<file path="src/rtl/run_ctrl_pkg.sv">
// rtl/run_ctrl_pkg.sv - run_ctrl state encoding and default parameters
// STEP_WAIT is present only when RUN_CTRL_STEP_EN is defined.
package run_ctrl_pkg;

  localparam int DEF_PC_W         = 32;
  localparam int DEF_CNT_W        = 32;
  localparam int DEF_RESET_CYCLES = 4;
  localparam int DEF_MAX_CYCLES   = 100000;
  localparam int DEF_STALL_LIMIT  = 8;

  typedef enum logic [2:0] {
    ST_IDLE,
    ST_RST_HOLD,
    ST_RUN,
    ST_HALTED,
    ST_TIMEOUT
`ifdef RUN_CTRL_STEP_EN
    , ST_STEP_WAIT
`endif
  } run_state_e;

endpackage

</file>
<file path="src/rtl/run_ctrl_if.sv">
// rtl/run_ctrl_if.sv - run_ctrl control/status bundle; master drives the run requests
interface run_ctrl_if #(
  parameter int PC_W  = run_ctrl_pkg::DEF_PC_W,
  parameter int CNT_W = run_ctrl_pkg::DEF_CNT_W
);

  logic             start;
  logic             halt_req;
  logic             step;
  logic [PC_W-1:0]  pc;
  logic             core_reset;
  logic             core_en;
  logic [CNT_W-1:0] cycle_count;
  logic             done;
  logic             timeout;
  logic [PC_W-1:0]  last_pc;

  modport master (
    output start, halt_req, step, pc,
    input  core_reset, core_en, cycle_count, done, timeout, last_pc
  );

  modport slave (
    input  start, halt_req, step, pc,
    output core_reset, core_en, cycle_count, done, timeout, last_pc
  );

endinterface

</file>
<file path="src/rtl/run_ctrl_stall_detect.sv">
// rtl/run_ctrl_stall_detect.sv - pc-unchanged counter; pulses stall on the STALL_LIMIT-th identical cycle
module stall_detect
  import run_ctrl_pkg::*;
#(
  parameter int PC_W        = DEF_PC_W,
  parameter int STALL_LIMIT = DEF_STALL_LIMIT
) (
  input  logic            clk,
  input  logic            reset,
  input  logic            clr,
  input  logic            en,
  input  logic [PC_W-1:0] pc,
  output logic            stall
);

  localparam int SW = $clog2(STALL_LIMIT);

  logic [PC_W-1:0] prev_pc;
  logic            prev_vld;
  logic [SW-1:0]   cnt;
  logic            same;

  // the first enabled cycle after a clear has nothing to compare against
  assign same  = prev_vld && (pc == prev_pc);
  assign stall = en && same && (cnt == SW'(STALL_LIMIT - 2));

  always_ff @(posedge clk or negedge reset) begin
    if (!reset) begin
      prev_pc  <= '0;
      prev_vld <= 1'b0;
      cnt      <= '0;
    end else if (clr) begin
      prev_vld <= 1'b0;
      cnt      <= '0;
    end else if (en) begin
      prev_pc  <= pc;
      prev_vld <= 1'b1;
      if (!same)
        cnt <= '0;
      else if (cnt != SW'(STALL_LIMIT - 1))
        cnt <= cnt + 1'b1;
    end
  end

endmodule

</file>
<file path="src/rtl/run_ctrl.sv">
// rtl/run_ctrl.sv - core run controller: reset hold, run, halt/stall/timeout detection
// Optional single-step mode under RUN_CTRL_STEP_EN.
module run_ctrl
  import run_ctrl_pkg::*;
#(
  parameter int PC_W         = DEF_PC_W,
  parameter int CNT_W        = DEF_CNT_W,
  parameter int RESET_CYCLES = DEF_RESET_CYCLES,
  parameter int MAX_CYCLES   = DEF_MAX_CYCLES,
  parameter int STALL_LIMIT  = DEF_STALL_LIMIT
) (
  input  logic       clk,
  input  logic       reset,
  run_ctrl_if.slave  bus
);

  localparam int RW = $clog2(RESET_CYCLES + 1);

  run_state_e       state, state_nx;
  logic [RW-1:0]    rst_cnt;
  logic [CNT_W-1:0] cycle_cnt;
  logic [CNT_W-1:0] cnt_inc;
  logic [PC_W-1:0]  last_pc_q;
  logic             clr, run_en, hold_rst;
  logic             stall, halt_ev, hit_to;

  assign cnt_inc = (&cycle_cnt) ? cycle_cnt : cycle_cnt + 1'b1;
  assign hit_to  = (cnt_inc == CNT_W'(MAX_CYCLES - 1));
  assign halt_ev = bus.halt_req | stall;

  stall_detect #(
    .PC_W        (PC_W),
    .STALL_LIMIT (STALL_LIMIT)
  ) u_stall (
    .clk   (clk),
    .reset (reset),
    .clr   (clr),
    .en    (run_en),
    .pc    (bus.pc),
    .stall (stall)
  );

  always_comb begin
    state_nx = state;
    clr      = 1'b0;
    run_en   = 1'b0;
    hold_rst = 1'b0;
    case (state)
      ST_IDLE: begin
        hold_rst = 1'b1;
        if (bus.start) begin
          state_nx = ST_RST_HOLD;
          clr      = 1'b1;
        end
      end
      ST_RST_HOLD: begin
        hold_rst = 1'b1;
        if (rst_cnt == RW'(RESET_CYCLES - 1))
`ifdef RUN_CTRL_STEP_EN
          state_nx = ST_STEP_WAIT;
`else
          state_nx = ST_RUN;
`endif
      end
      ST_RUN: begin
        run_en = 1'b1;
        // halt has priority over a coincident timeout
        if (halt_ev)
          state_nx = ST_HALTED;
        else if (hit_to)
          state_nx = ST_TIMEOUT;
`ifdef RUN_CTRL_STEP_EN
        else
          state_nx = ST_STEP_WAIT;
`endif
      end
`ifdef RUN_CTRL_STEP_EN
      ST_STEP_WAIT: begin
        if (bus.step)
          state_nx = ST_RUN;
      end
`endif
      ST_HALTED, ST_TIMEOUT: begin
        if (bus.start) begin
          state_nx = ST_RST_HOLD;
          clr      = 1'b1;
        end
      end
      default: state_nx = ST_IDLE;
    endcase
  end

  always_ff @(posedge clk or negedge reset) begin
    if (!reset) begin
      state     <= ST_IDLE;
      rst_cnt   <= '0;
      cycle_cnt <= '0;
      last_pc_q <= '0;
    end else begin
      state <= state_nx;
      if (clr) begin
        rst_cnt   <= '0;
        cycle_cnt <= '0;
        last_pc_q <= '0;
      end else if (state == ST_RST_HOLD) begin
        rst_cnt <= rst_cnt + 1'b1;
      end
      if (run_en) begin
        cycle_cnt <= cnt_inc;
        if (state_nx == ST_HALTED || state_nx == ST_TIMEOUT)
          last_pc_q <= bus.pc;
      end
    end
  end

  assign bus.core_reset  = hold_rst;
  assign bus.core_en     = run_en;
  assign bus.cycle_count = cycle_cnt;
  assign bus.done        = (state == ST_HALTED);
  assign bus.timeout     = (state == ST_TIMEOUT);
  assign bus.last_pc     = last_pc_q;

endmodule

</file>
<file path="src/flat_wrapper.sv">
// flat-port wrapper written by rule: the top's interface ports become plain ports
module run_ctrl_flat import run_ctrl_pkg::*;
#(
  parameter int PC_W         = DEF_PC_W,
  parameter int CNT_W        = DEF_CNT_W,
  parameter int RESET_CYCLES = DEF_RESET_CYCLES,
  parameter int MAX_CYCLES   = DEF_MAX_CYCLES,
  parameter int STALL_LIMIT  = DEF_STALL_LIMIT
)
  (clk, reset, bus_start, bus_halt_req, bus_step, bus_pc, bus_core_reset, bus_core_en, bus_cycle_count, bus_done, bus_timeout, bus_last_pc);
  run_ctrl_if #(.PC_W(PC_W), .CNT_W(CNT_W)) bus_i ();
  input  logic clk;
  input  logic reset;
  input wire logic [$bits(bus_i.start)-1:0] bus_start;
  input wire logic [$bits(bus_i.halt_req)-1:0] bus_halt_req;
  input wire logic [$bits(bus_i.step)-1:0] bus_step;
  input wire logic [$bits(bus_i.pc)-1:0] bus_pc;
  output wire logic [$bits(bus_i.core_reset)-1:0] bus_core_reset;
  output wire logic [$bits(bus_i.core_en)-1:0] bus_core_en;
  output wire logic [$bits(bus_i.cycle_count)-1:0] bus_cycle_count;
  output wire logic [$bits(bus_i.done)-1:0] bus_done;
  output wire logic [$bits(bus_i.timeout)-1:0] bus_timeout;
  output wire logic [$bits(bus_i.last_pc)-1:0] bus_last_pc;
  assign bus_i.start = bus_start;
  assign bus_i.halt_req = bus_halt_req;
  assign bus_i.step = bus_step;
  assign bus_i.pc = bus_pc;
  assign bus_core_reset = bus_i.core_reset;
  assign bus_core_en = bus_i.core_en;
  assign bus_cycle_count = bus_i.cycle_count;
  assign bus_done = bus_i.done;
  assign bus_timeout = bus_i.timeout;
  assign bus_last_pc = bus_i.last_pc;
  run_ctrl #(.PC_W(PC_W), .CNT_W(CNT_W), .RESET_CYCLES(RESET_CYCLES), .MAX_CYCLES(MAX_CYCLES), .STALL_LIMIT(STALL_LIMIT)) u_core (.clk(clk), .reset(reset), .bus(bus_i));
endmodule
</file>
<file path="config.mk">
export PLATFORM = sky130hd
export DESIGN_NAME = run_ctrl_flat
export DESIGN_NICKNAME = d
export VERILOG_FILES = /design/src/rtl/run_ctrl_pkg.sv /design/src/rtl/run_ctrl_if.sv /design/src/rtl/run_ctrl_stall_detect.sv /design/src/rtl/run_ctrl.sv /design/src/flat_wrapper.sv
export SDC_FILE = /design/constraint.sdc
export NUM_CORES = 1
export LEC_CHECK = 0
export BUFFER_PORTS_ARGS = -buffer_cell sky130_fd_sc_hd__buf_2
export CAP_MARGIN = 25
export CORE_UTILIZATION = 40
export DETAILED_ROUTE_END_ITERATION = 8
export PLACE_DENSITY = 0.72
export RECOVER_POWER = 50
export REMOVE_ABC_BUFFERS = 1
export SLEW_MARGIN = 5
export SYNTH_ARGS = -nofsm -noshare
export SYNTH_HDL_FRONTEND = slang
export SYNTH_SLANG_ARGS = --single-unit
</file>
<file path="constraint.sdc">
create_clock -name clk -period 4.8 [get_ports clk]
set_input_delay 1.2 -clock clk [delete_from_list [all_inputs] [get_ports clk]]
set_output_delay 1.2 -clock clk [all_outputs]
set_load 0.05 [all_outputs]
</file>
[After elaboration in Yosys (flattened, before gate mapping)]
Index checks and enable logic that the tools add are counted.
Storage, ports and cells
  input bits: 37
  logic and storage cells: 59
  bits in registers: 106
  output and inout port bits: 68
Cells by class
  mux-type cells: 23
  equality and inequality tests: 12
  $add $sub $neg: 3
  reduce and logical (&&, ||, !) cells: 12
  bitwise operators: 2
Operators by type and width (count)
  2-to-1 mux 32 bit: 6
  adder 32 x 1 -> 32 bit (second input constant): 1
  equality test 32 x 17 -> 1 bit (second input constant): 1
  equality test 32 bit: 1
  AND reduction 32 bit: 1
  2-to-1 mux 3 bit: 10
  equality test 3 x 2 -> 1 bit (second input constant): 4
  equality test 3 bit (second input constant): 3
  case mux 3 bit (3 select lines): 1
  adder 3 x 1 -> 3 bit (second input constant): 2
  2-to-1 mux 1 bit: 6
  AND reduction 2 bit: 2
  nonzero test 2 bit: 2
  equality test 3 x 1 -> 1 bit (second input constant): 1
  logical AND 1 bit: 3
  logical NOT 3 bit: 1
  inequality test 3 x 1 -> 1 bit (second input constant): 1
  inequality test 3 bit (second input constant): 1
  OR reduction 3 bit: 1
  OR reduction 2 bit: 1
  logical OR 1 bit: 1
  NOT 1 bit: 1
  OR 1 bit: 1

[Logic depth before layout (Yosys ltp)]
  depth in word-level cells: 11
  depth in mapped cells: 11
  depth with buffers taken out: 9

[By module]
Synthesis repeated with hierarchy kept, for this count alone.
Second synthesis, totals
  cells, all modules: 747
  area, all modules: 6602.6 µm²
Modules (own cells, without submodules)
  run_ctrl: times used 1, cells each 604, area an instance 4789.6 µm², sequential area each 1751.7 µm²
  stall_detect: times used 1, cells each 143, area an instance 1813.0 µm², sequential area each 900.9 µm²

[Worst setup path before layout]
Ideal clock, no wire load.
  kind: input port to flip-flop
  from: input bus_pc[9]
  to: register u_core.last_pc_q[10] (netlist: u_core.bus.last_pc[10])
  buffers on the path: 1
  setup time: 0.079 ns
  data arrival time: 3.176 ns
  slack: 1.544 ns
  stages: 8
  required time: 4.721 ns
  cells stage by stage: inv_1 o221ai_1 or4_1 o41a_1 o221a_2 a21oi_4 buf_6 mux2i_1
Between the ends
  cells in the longest elaborated chain, start to end: 11
  elaborated cells on any way between the ends: 12
  classes of those cells: 3 x eq/ne; 4 x mux; 1 x bitwise; 4 x reduce/logical
RTL lines
  start: declaration: RTL line flat_wrapper.sv:17  | input wire logic [$bits(bus_i.pc)-1:0] bus_pc;
  equality test 32 bit *: RTL line run_ctrl_stall_detect.sv:24  | assign same = prev_vld && (pc == prev_pc);
  logical AND 1 bit *: RTL line run_ctrl_stall_detect.sv:24
  logical AND 1 bit * (2 in series): RTL line run_ctrl_stall_detect.sv:25  | assign stall = en && same && (cnt == SW'(STALL_LIMIT - 2));
  OR 1 bit *: RTL line run_ctrl.sv:29  | assign halt_ev = bus.halt_req | stall;
  2-to-1 mux 3 bit *: RTL line run_ctrl.sv:68  | if (halt_ev)
  case mux 3 bit (3 select lines) *: RTL line run_ctrl.sv:48  | case (state)
  equality test 3 x 2 -> 1 bit or equality test 3 bit (tied branches): RTL line run_ctrl.sv:110  | if (state_nx == ST_HALTED || state_nx == ST_TIMEOUT)
  logical OR 1 bit *: RTL line run_ctrl.sv:110
  2-to-1 mux 32 bit *: RTL line run_ctrl.sv:110
  2-to-1 mux 32 bit *: RTL line run_ctrl.sv:108  | if (run_en) begin
  end signal: assignment: RTL line run_ctrl.sv:111  | last_pc_q <= bus.pc;
  end: declaration: RTL line run_ctrl.sv:23  | logic [PC_W-1:0] last_pc_q;
Every way passes the cells marked *; elsewhere a longest branch is shown, timed or not.
A chain may end at the register's enable or synchronous reset.

[Final worst setup path]
  from: register u_core.cycle_cnt[0] (netlist: u_core.bus.cycle_count[0])
  to: register u_core.last_pc_q[9] (netlist: u_core.bus.last_pc[9])
Between the ends
  cells in the longest elaborated chain, start to end: 10
  elaborated cells on any way between the ends: 12
  classes of those cells: 1 x add/sub; 3 x eq/ne; 6 x mux; 2 x reduce/logical
RTL lines
  start: declaration: RTL line run_ctrl.sv:21  | logic [CNT_W-1:0] cycle_cnt;
  start signal: assignment: RTL line run_ctrl.sv:109  | cycle_cnt <= cnt_inc;
  adder 32 x 1 -> 32 bit or AND reduction 32 bit (tied branches): RTL line run_ctrl.sv:27  | assign cnt_inc = (&cycle_cnt) ? cycle_cnt : cycle_cnt + 1'b1;
  2-to-1 mux 32 bit *: RTL line run_ctrl.sv:27
  equality test 32 x 17 -> 1 bit *: RTL line run_ctrl.sv:28  | assign hit_to = (cnt_inc == CNT_W'(MAX_CYCLES - 1));
  2-to-1 mux 3 bit *: RTL line run_ctrl.sv:70  | else if (hit_to)
  2-to-1 mux 3 bit *: RTL line run_ctrl.sv:68
  case mux 3 bit (3 select lines) *: RTL line run_ctrl.sv:48
  equality test 3 x 2 -> 1 bit or equality test 3 bit (tied branches): RTL line run_ctrl.sv:110
  logical OR 1 bit *: RTL line run_ctrl.sv:110
  2-to-1 mux 32 bit *: RTL line run_ctrl.sv:110
  2-to-1 mux 32 bit *: RTL line run_ctrl.sv:108
Marks and branches as above.

==> impl_metrics.yaml <==
outcome:
  outcome: "finished with violations"
  violations: "max-capacitance violations, max-slew violations"
critical_path:
  end_kind: "flop"
  r2r_start: "u_core.bus.cycle_count[0]"
  reg2reg_slack_ns: 1.07
  path_cells: "ha_1 -> nand3_1 -> nor4_1 -> mux2i_1 -> a21oi_1 -> nor4_2 -> nand4b_2 -> a21oi_4 -> buf_4 -> mux2i_1"
  cp.required_ns: 5.06
  reg2reg_depth: 10
  cp-start-kind: "flop"
  cpPeakStageDelay_ns: 0.54
  slowest_stage: "nor4_1"
  worstSetupPathType: "flop to flop"
  critPathArrivalTime_ns: 3.99
  critPathMaxFanout: 32
  cpMostUsedCell: "mux2i_1"
  reg2reg_to: "u_core.bus.last_pc[9]"
clocking:
  clockBufferDepth: 2
  insertion_delay_ns: 0.36
  cts_buffers: 9
  clkTransAtPathRegs_ns: 0.07
  cts_setup_buffers: 0
  cts_max_level: 3
  clock-sinks: 106
  hold_buffers: 0
  clockRootBuffer: "clkbuf_16"
  cts_tree: "yes"
  cts_resized: 0
die:
  die_y_microns: 122
  core_area_sq_um: 13900
  start_util: 0.412
  row_count: 43
  dieWidth_microns: 122
  die-area_sq_um: 14800
  ioPinCount: 105
worst_hold_path:
  hold_class: "flop to flop"
  min_path_cells: 2
  holdCritStartpoint: "u_core.u_stall.prev_vld"
  holdPathEnd: "u_core.u_stall.prev_vld"
synthesis:
  synth_edf_count: 0
  yosysWarnings: 0
  yosysSeqAreaShare: 0.462
  syn_area_sq_um: 5740
  postSynthCellCount: 626
  ys.flop_type: "dfrtp_1"
  synth_cell_types: 55
  avgSynthCellArea_sq_um: 9.17
  ys_ff_latch: 106
  synthArstFlopShare: 1.00
grt:
  grt_max_degree: 86
  grt_antenna_before_repair: 0
  grt_pass1_vias: 4611
  grt_pass1_wl_microns: 23200
  overflow: 0
  grt.total_usage: 0.201
timing:
  period_share: 0.777
  hold_viol: 0
  tightestPinTransition_ns: 2.31
  worst_slack_ns: 1.07
  fin_worst_skew_ns: 0.00734
  post-route-min-period_ns: 3.73
  rsz0062_at_grt: "false"
  fmax_ghz: 0.268
  max-slew-margin-rel: -0.542
  setup_violations: 0
  fin_tns_setup_ns: 0
  drv_slew: 128
detailed_routing:
  drt_iter0_drc: 450
  ant_nets: 0
  routed_wirelength_microns: 14200
  drcViolationCount: 0
  vias: 4916
  first_pass_iters: 4
  via_per_inst: 5.46
  wl_per_cell_microns: 15.8
finish:
  diodes: 0
  area_delta_synth_final_pct: 17.3
  nNetsFinal: 759
  final_cell_mix: "dfrtp_1, buf_2, nand2_1"
  final_common_cell: "dfrtp_1"
  layout.cells.non_filler: 901
  drive_gt1_frac: 0.194
placement:
  place_ws_ns: 0.869
  port_buffers: 103
  gp_congestion: 0.861
  hpwl_microns: 9770
  dp_cells: 885
run:
  maxCapViolations: 2
power:
  leakage_uw: 0.00320
  ir_drop_mv: 0.337
  power_per_cell_area_nw_per_um2: 522
[state kept, by name, indices dropped and copies added (netlist names)]
signal / flops
u_core.bus.cycle_count: 32
u_core.u_stall.cnt: 3
u_core.bus.last_pc: 32
u_core.u_stall.prev_vld: 1
u_core.state: 3
u_core.u_stall.prev_pc: 32
u_core.rst_cnt: 3
[area by class of cell]
cell class	instances	area [sq um]
Multi-Input combinational cell	441	2770
Sequential cell	106	2650
Fill cell	1354	7200
Clock inverter	7	108
Tap cell	180	225
Inverter	46	173
Timing Repair Buffer	112	582
Clock buffer	9	225
[worst max-delay path: cells and delay by family, from the launching register on]
kind	cells	cell delay (ns)
and+or+nand+nor	4	1.42
muxes	2	0.55
adders and majority gates	1	0.32
buffers and inverters	1	0.51
DFF	1	0.52
AOI/OAI and AO/OA	2	0.27
[worst max path at each step]
stage,to,cells after the start,slack [ns],from
after floorplan,bus_core_en,3,0.69,u_core.state[1]
after global placement,u_core.bus.last_pc[20],9,0.96,bus_pc[9]
after detailed placement,u_core.bus.last_pc[9],9,0.87,bus_pc[9]
after CTS,u_core.bus.last_pc[9],10,1.15,u_core.bus.cycle_count[0]
after global routing,u_core.bus.last_pc[9],10,0.84,u_core.bus.cycle_count[0]
final,u_core.bus.last_pc[9],10,1.07,u_core.bus.cycle_count[0]
[layer usage]
| layer | GRT usage | up-vias | share of wire |
|---|---|---|---|
| li1 | - | 2386 | - |
| met1 | 0.273 | 2326 | 0.45 |
| met2 | 0.322 | 173 | 0.48 |
| met3 | 0.0239 | 31 | 0.054 |
| met4 | 0.0880 | 0 | 0.023 |
| met5 | 0 | - | 0 |
[stage by stage]
| stage | util | cell area (sq um) | hold WS [ns] | total power [uW] |
|---|---|---|---|---|
| after floorplan | - | 5580 | 0.441 | 2320 |
| after global placement | 0.459 | 6400 | 0.458 | 2670 |
| after detailed placement | 0.461 | 6420 | 0.466 | 2720 |
| after CTS | 0.485 | 6750 | 0.486 | 3550 |
| after global routing | 0.484 | 6740 | 0.515 | 3730 |
| final | 0.484 | 6740 | 0.486 | 3520 |
[cells in the mapped netlist, types with 2 or more instances]
cell,number,share of area
dfrtp_1,106,0.46
nand2_1,96,0.063
o21ai_0,54,0.047
inv_1,46,0.030
mux2i_1,36,0.063
xor2_1,31,0.047
a21oi_1,28,0.024
nor2_1,27,0.018
clkbuf_1,22,0.014
nand3_1,21,0.018
nor3_1,21,0.018
nand4_1,11,0.012
a311oi_1,10,0.015
nor4_1,9,0.0098
and3_1,8,0.0087
a211oi_1,7,0.0092
nand2b_1,7,0.0076
a211o_1,6,0.0092
a31oi_1,6,0.0065
and4_1,6,0.0092
ha_1,6,0.013
nor2b_1,5,0.0054
xnor2_1,5,0.0076
buf_6,4,0.0078
and2_1,3,0.0033
buf_1,3,0.0020
buf_2,3,0.0026
o211ai_1,3,0.0039
o21a_1,3,0.0039
o221a_2,3,0.0059
or4_1,3,0.0039
a31o_2,2,0.0031
nand3b_1,2,0.0026
or3_1,2,0.0022
[power by group]
part	internal, uW	switching, uW	total [uW]
sequential	1170	189	1360
clock	468	362	829
combinational	377	951	1330
[cell families after synthesis]
| family | after synthesis | share of synthesized area |
|---|---|---|
| XOR/XNOR | 36 | 0.0549 |
| AO/OA/AOI/OAI | 135 | 0.151 |
| multiplexers | 37 | 0.0647 |
| adder cells (fa/ha/maj) | 6 | 0.0131 |
| AND/OR/NAND/NOR | 227 | 0.197 |
| flip-flops | 106 | 0.462 |
| buffers and inverters | 79 | 0.0577 |
(Power assumes the default switching activity.)
